**config.mk**
```make
export PLATFORM = sky130hd
export DESIGN_NAME = uart_word_link
export DESIGN_NICKNAME = d
export VERILOG_FILES = /design/src/rtl/uart_word_pkg.sv /design/src/rtl/uart_word_tx.sv /design/src/rtl/uart_word_link.sv
export SDC_FILE = /design/constraint.sdc
export NUM_CORES = 1
export LEC_CHECK = 0
export ABC_AREA = 1
export ABC_CLOCK_PERIOD_IN_PS = 6150
export CAP_MARGIN = 20
export CELL_PAD_IN_SITES_DETAIL_PLACEMENT = 1
export CELL_PAD_IN_SITES_GLOBAL_PLACEMENT = 1
export CORE_ASPECT_RATIO = 2
export CORE_MARGIN = 10
export CORE_UTILIZATION = 39
export CTS_CLUSTER_SIZE = 20
export DETAILED_ROUTE_END_ITERATION = 10
export PLACE_DENSITY_LB_ADDON = 0.1
export RECOVER_POWER = 100
export SKIP_CTS_REPAIR_TIMING = 1
export SLEW_MARGIN = 15
export SYNTH_ARGS = -nofsm -noshare
export SYNTH_HDL_FRONTEND = slang
export SYNTH_SLANG_ARGS = --single-unit
```
**constraint.sdc**
```tcl
create_clock -name clk -period 6.15 [get_ports clk]
set_clock_uncertainty 0.2 [all_clocks]
set_input_delay 1.23 -clock clk [delete_from_list [all_inputs] [get_ports clk]]
set_output_delay 1.23 -clock clk [all_outputs]
set_load 0.01 [all_outputs]
```
**src/rtl/uart_word_pkg.sv**
```systemverilog
// Shared defaults and types for the UART word link.
package uart_word_pkg;

  localparam int N_BYTES_DEF     = 16;
  localparam int TIMEOUT_CYC_DEF = 1000000;

  typedef enum logic [1:0] {
    TX_IDLE,
    TX_REQ,
    TX_WAIT_END
  } tx_state_t;

endpackage

```
**src/rtl/uart_word_tx.sv**
```systemverilog
// TX word serializer: splits a captured word into bytes, LSB first, and
// handshakes each one with a UART byte transmitter through its busy flag.
module uart_word_tx
  import uart_word_pkg::*;
#(
  parameter int N_BYTES = N_BYTES_DEF
) (
  input  logic                   clk,
  input  logic                   rst,
  input  logic                   txw_valid,
  output logic                   txw_ready,
  input  logic [8*N_BYTES-1:0]   txw_data,
  input  logic                   tx_busy,
  output logic                   tx_data_en,
  output logic [7:0]             tx_data
);

  localparam int IDX_W = $clog2(N_BYTES);

  tx_state_t              state, state_nxt;
  logic [8*N_BYTES-1:0]   word_q;
  logic [IDX_W-1:0]       idx;
  logic [IDX_W-1:0]       idx_inc;
  logic                   load_word;
  logic                   advance;

  assign idx_inc = idx + IDX_W'(1);

  always_comb begin
    state_nxt  = state;
    load_word  = 1'b0;
    advance    = 1'b0;
    txw_ready  = 1'b0;
    tx_data_en = 1'b0;
    case (state)
      TX_IDLE: begin
        txw_ready = 1'b1;
        if (txw_valid) begin
          load_word = 1'b1;
          state_nxt = TX_REQ;
        end
      end
      // The request drops as soon as the transmitter reports busy.
      TX_REQ: begin
        tx_data_en = ~tx_busy;
        if (tx_busy) state_nxt = TX_WAIT_END;
      end
      TX_WAIT_END: begin
        if (!tx_busy) begin
          if (idx == IDX_W'(N_BYTES - 1)) begin
            state_nxt = TX_IDLE;
          end else begin
            advance   = 1'b1;
            state_nxt = TX_REQ;
          end
        end
      end
      default: state_nxt = TX_IDLE;
    endcase
  end

  // tx_data is only reloaded on the transitions that enter TX_REQ.
  always_ff @(posedge clk) begin
    if (rst) begin
      state   <= TX_IDLE;
      word_q  <= '0;
      idx     <= '0;
      tx_data <= 8'h00;
    end else begin
      state <= state_nxt;
      if (load_word) begin
        word_q  <= txw_data;
        idx     <= '0;
        tx_data <= txw_data[7:0];
      end else if (advance) begin
        idx     <= idx_inc;
        tx_data <= word_q[{idx_inc, 3'b000} +: 8];
      end
    end
  end

endmodule

```
**src/rtl/uart_word_link.sv**
```systemverilog
// Word-level link over a UART byte interface: assembles received bytes into
// words and serializes outgoing words through uart_word_tx.
module uart_word_link
  import uart_word_pkg::*;
#(
  parameter int N_BYTES     = N_BYTES_DEF,
  parameter int TIMEOUT_CYC = TIMEOUT_CYC_DEF
) (
  input  logic                   clk,
  input  logic                   rst,
  input  logic                   rx_data_en,
  input  logic [7:0]             rx_data,
  input  logic                   tx_busy,
  output logic                   tx_data_en,
  output logic [7:0]             tx_data,
  output logic                   rxw_valid,
  input  logic                   rxw_ready,
  output logic [8*N_BYTES-1:0]   rxw_data,
  input  logic                   txw_valid,
  output logic                   txw_ready,
  input  logic [8*N_BYTES-1:0]   txw_data,
  output logic                   err_overrun,
  output logic                   err_timeout,
  input  logic                   err_clr
);

  localparam int CNT_W  = $clog2(N_BYTES);
  localparam int IDLE_W = $clog2(TIMEOUT_CYC + 1);

  logic [CNT_W-1:0]  byte_cnt;
  logic [IDLE_W-1:0] idle_cnt;
  logic              rxw_fire;
  logic              rx_accept;
  logic              rx_drop;
  logic              rx_last;
  logic              timeout_hit;

  assign rxw_fire    = rxw_valid & rxw_ready;
  assign rx_accept   = rx_data_en & (~rxw_valid | rxw_ready);
  assign rx_drop     = rx_data_en & rxw_valid & ~rxw_ready;
  assign rx_last     = (byte_cnt == CNT_W'(N_BYTES - 1));
  assign timeout_hit = ~rx_data_en & (byte_cnt != '0) &
                       (idle_cnt == IDLE_W'(TIMEOUT_CYC - 1));

  // A byte arriving in the handshake cycle starts the next word, so the
  // clear of rxw_valid and the byte write can coincide.
  always_ff @(posedge clk) begin
    if (rst) begin
      rxw_valid <= 1'b0;
      rxw_data  <= '0;
      byte_cnt  <= '0;
      idle_cnt  <= '0;
    end else begin
      if (rxw_fire) rxw_valid <= 1'b0;
      if (rx_accept) begin
        rxw_data[{byte_cnt, 3'b000} +: 8] <= rx_data;
        if (rx_last) begin
          byte_cnt  <= '0;
          rxw_valid <= 1'b1;
        end else begin
          byte_cnt <= byte_cnt + CNT_W'(1);
        end
      end else if (timeout_hit) begin
        byte_cnt <= '0;
      end
      if (rx_data_en || byte_cnt == '0 || timeout_hit) idle_cnt <= '0;
      else                                             idle_cnt <= idle_cnt + IDLE_W'(1);
    end
  end

  // Set events take priority over a simultaneous clear.
  always_ff @(posedge clk) begin
    if (rst) begin
      err_overrun <= 1'b0;
      err_timeout <= 1'b0;
    end else begin
      if (rx_drop)      err_overrun <= 1'b1;
      else if (err_clr) err_overrun <= 1'b0;
      if (timeout_hit)  err_timeout <= 1'b1;
      else if (err_clr) err_timeout <= 1'b0;
    end
  end

  uart_word_tx #(
    .N_BYTES (N_BYTES)
  ) u_tx (
    .clk        (clk),
    .rst        (rst),
    .txw_valid  (txw_valid),
    .txw_ready  (txw_ready),
    .txw_data   (txw_data),
    .tx_busy    (tx_busy),
    .tx_data_en (tx_data_en),
    .tx_data    (tx_data)
  );

endmodule

```
==> Yosys cells after proc, flatten, opt, wreduce, memory -nomap -nowiden <==
Cells that the tools add are included.
{ "classes": {"n_mux": 24, "n_addsub": 4, "shifts": 3, "n_bitwise": 11, "eq_ne": 8, "reduce_logical": 12} }
{ "op_table": {"columns": ["cell", "n"], "rows": [
  ["bitwise mux 128 bit", 1],
  ["variable shift 8 x 9 -> 128 bit, first input constant", 1],
  ["indexed part select 128 x 8 -> 8 bit", 1],
  ["indexed part select 8 x 9 -> 128 bit", 1],
  ["adder 20 x 1 -> 20 bit, second input constant", 1],
  ["equality test 20 bit, second input constant", 1],
  ["2-to-1 mux 8 bit", 2],
  ["2-to-1 mux 1 bit", 14],
  ["2-to-1 mux 4 bit", 3],
  ["negator 7 -> 9 bit", 1],
  ["adder 4 x 1 -> 4 bit, second input constant", 2],
  ["equality test 4 bit, second input constant", 2],
  ["nonzero test 2 bit", 4],
  ["AND 1 bit", 6],
  ["2-to-1 mux 2 bit", 3],
  ["!= test 2 bit, second input constant", 3],
  ["one-hot mux 2 bit (3 select lines)", 1],
  ["zero test 4 bit", 1],
  ["inverter 1 bit", 4],
  ["nonzero test 4 bit", 1],
  ["OR reduction 2 bit", 2],
  ["AND reduction 3 bit", 1],
  ["equality test 2 x 1 -> 1 bit, second input constant", 1],
  ["equality test 2 bit, second input constant", 1],
  ["3 further kinds", 4]
]} }
{ "word_totals": {"output_inout_bits": 141, "wordCells": 72, "regBits": 297, "in_bits": 143} }

==> Logic depth before layout (Yosys ltp) <==
{ "logic_depth": {"ltp_word": 6, "ltp_mapped": 14, "mapped_depth_nobuf": 11} }

==> By module <==
A second synthesis with hierarchy kept.
{ "unflattened": {"hier_cells": 1747, "hier_area_um2": 12752.2} }
{ "modules_own_cells": {"columns": ["module", "cells_per_inst", "area_per_inst_um2", "n_inst", "seq_area_each_um2"], "rows": [
  ["uart_word_tx", 909, 6414.9, 1, 2842.7],
  ["uart_word_link", 838, 6337.3, 1, 3103.0]
]} }

==> Worst setup path after synthesis <==
OpenSTA, ideal clock, no wires.
{ "synth_timing": {"kind": "input-to-output", "start": "in tx_busy", "end": "out tx_data_en", "cell_stages": 1, "setup_slack_ps": 3290, "t_required_ps": 4720, "arrival_ps": 1430, "cell_sequence": "nor2_1"} }
{ "synth_via": {"elab_chain_len": 2} }
{ "synth_lines": {"columns": ["element", "line", "text"], "rows": [
  ["start: declaration", "uart_word_link.sv:13", "input logic tx_busy,"],
  ["inverter 1 bit", "uart_word_tx.sv:45", "tx_data_en = ~tx_busy;"],
  ["2-to-1 mux 1 bit", "uart_word_tx.sv:35", "case (state)"],
  ["end: declaration", "uart_word_link.sv:14", "output logic tx_data_en,"]
]} }
Every way passes these cells.

==> reports/metrics.csv <==
stage,metric,value,unit
global_route,grt_pass1_wl,72.7,mm
clock_tree,path_clk_slew,60,ps
sta,max_freq,211,MHz
sta,hold_viol,0,
sta,finalSetupViolCount,0,
synth,avgSynthCellArea,7.35,sq um
drt,drt-total-wl,47.2,mm
power_and_ir_drop,leakage,0.00685,uW
global_route,use_met3,0.0438,
synth,yosys_warnings,0,
flow_run,drv_cap,1,
place,gp_congestion,0.906,
worst_setup_path,crit_path_start_kind,input port,
synth,yosys.area.top_type,dfxtp_1,
synth,syn_area,12300,sq um
global_route,grt-busiest-layer,met2,
drt,viasPerCell,5.15,
place,dp_cells,2284,
place,dp_hpwl,35.1,mm
place,io_buffers,283,
layout,drive_above_1_share,0.0433,
clock_tree,cts_tree,built,
die,dieHeight,271,microns
global_route,antenna_found_initial,2,
die,pin_count,284,
sta,rsz0062_at_grt,false,
die,die_x,145,microns
global_route,grtUsageTotal,0.231,
global_route,gr-total-overflow,0,
clock_tree,htreeDepth,1,
global_route,grt_max_degree,132,
min_path,min_to,rxw_data[15],
min_path,whs_path_depth,2,
synth,yosysUniqueCellTypes,38,
drt,ant_nets,0,
layout,fin_cells,2336,
global_route,met1_usage,0.217,
die,floorplan.die_area,39400,sq um
die,row_count,91,
worst_setup_path,reg2reg_slack,2280,ps
clock_tree,cts_sinks,297,
layout,nets,2046,
sta,fin_setup_tns,0,ps
worst_setup_path,reg2reg_depth,9,
min_path,worstHoldStart,rxw_data[15],
power_and_ir_drop,power.density,269,nW/um^2
global_route,grt_pass1_vias,12754,
die,initial_core_util,0.396,
worst_setup_path,worst_ep_arrival_time,4950,ps
synth,synth_edf_count,0,
clock_tree,clockBufferDepth,3,
worst_setup_path,cp.required,6360,ps
run_status,status,"complete, but fails checks",
drt,drc,0,
worst_setup_path,end_kind,flop,
synth,syn-num-nets,1820,
synth,seq_area_frac_synth,0.484,
min_path,hp-class,reg2reg,
worst_setup_path,cp_max_fo,114,
drt,drt_iter0_drc,529,
synth,syn_inst,1671,
synth,synth_flop_cell,dfxtp_1,
synth,synth_seq_cells,297,
global_route,met2_usage,0.459,
drt,num_vias,12041,
synth,async_flop_share,0,
drt,routedWlPerCell,20.2,microns
run_status,violations,"capacitance limit, slew limit",
worst_setup_path,crit_type,in2reg,
sta,slew-limit-headroom,-0.122,
sta,post-route-min-period,4750,ps
drt,dr.pass1.iters,4,
power_and_ir_drop,vdd_drop_max,0.000196,V
clock_tree,clock-root-buffer,clkbuf_16,
worst_setup_path,r2r_start,byte_cnt[0],
clock_tree,cts_buffers,28,
clock_tree,clk_latency,560,ps
die,coreArea,31000,sq um
synth,synth_top_area_share,0.484,
layout,area_delta_synth_final,32.4,%
worst_setup_path,r2r_end,rxw_data[117],
synth,synthTopCellsByArea,"dfxtp_1, o21ai_0, a21oi_1",
layout,fillers,3865,
sta,tightest_slew,1680,ps
sta,drv_slew,29,
sta,period_share,0.772,
==> power by group <==
group	total (uW)	internal [uW]	switching, uW
registers	2050	2020	32.3
logic	521	204	317
clock network	1790	1030	763
==> how the worst max path moves through the flow <==
stage	startpoint	to	cells past startpoint
floorplan	tx_busy	tx_data_en	1
global placement	rst	idle_cnt[8]	5
detailed placement	rst	idle_cnt[8]	5
CTS	tx_busy	tx_data_en	3
global route	rst	u_tx.word_q[33]	6
finish	rst	u_tx.word_q[33]	6
==> sequential cells by signal (all words and copies together), names as in the netlist, 2 cells and up <==
name / flops
u_tx.word_q: 128
idle_cnt: 20
u_tx.idx: 4
byte_cnt: 4
u_tx.state: 2
u_tx.tx_data: 8
rxw_data: 128
==> area by class of cell <==
type | instances | area (sq um) | area share
timing repair buffer | 295 | 2930 | 0.180
inverter | 235 | 887 | 0.0546
tap | 418 | 523 | 0.0322
clock inverter | 8 | 98.8 | 0.00608
multi-input combinational | 1040 | 5020 | 0.309
clock buffer | 41 | 841 | 0.0517
sequential | 297 | 5950 | 0.366
antenna | 2 | 5.00 | 0.000308
==> worst max-delay path, stage by stage <==
cell	delay (ps)
dlygate4sd3_1	520
clkbuf_1	1210
inv_6	630
clkbuf_2	880
o21ai_0	350
a21oi_1	80
==> logic make-up (layout without fill, tap and decap cells) <==
kind of cell	count (synthesis)	count (layout)	synth area share
simple gates	516	516	0.187
xor+xnor	11	11	0.00846
buf+inv	334	579	0.106
fa+ha+maj	6	6	0.00611
flops	297	297	0.484
compound gates	507	507	0.208
other cells	0	2	0
==> cells in the final DEF (no fill, tap or decap), types with 4 or more instances in the layout <==
master and n:
a21oi_1 237, buf_4 8, clkbuf_1 6, clkbuf_16 29, clkbuf_8 7, clkdlybuf4s50_1 141
clkinv_2 4, dfxtp_1 296, dlygate4sd3_1 142, ha_1 6, inv_1 225, inv_2 6
nand2_1 210, nand3_1 140, nand4_1 7, nor2_1 114, nor2_4 6, nor3_1 23
o21ai_0 255, o22ai_1 8, xor2_1 7
==> metal layers <==
metal  vias to the layer above  share of wire
li1                       5889              -
met3                        86          0.044
met2                       268           0.57
met4                         0          0.047
met5                         -              0
met1                      5798           0.34
==> through the flow <==
| step | hold WS (ps) | setup slack (ps) | total power, uW | area (sq um) | utilization |
|---|---|---|---|---|---|
| after floorplan | 218 | 3290 | 2380 | 12300 | - |
| after global placement | 226 | 2230 | 2610 | 15300 | 0.494 |
| after detailed placement | 240 | 2180 | 2620 | 15300 | 0.494 |
| after CTS | 251 | 2290 | 4430 | 16200 | 0.525 |
| after global routing | 265 | 1160 | 4550 | 16300 | 0.525 |
| final | 241 | 1400 | 4370 | 16300 | 0.525 |
==> cell usage after synthesis, drive strengths merged, types with 2 or more instances <==
library cell	count
a21oi	237
nand2	215
buf	31
nor3	24
ha	6
nand4	8
dfxtp	297
clkinv	3
xor2	7
inv	232
or2	2
o22ai	8
clkbuf	68
o21ai	258
nand3	141
xnor2	4
nor2	123
Power figures use the tool's default switching activity.
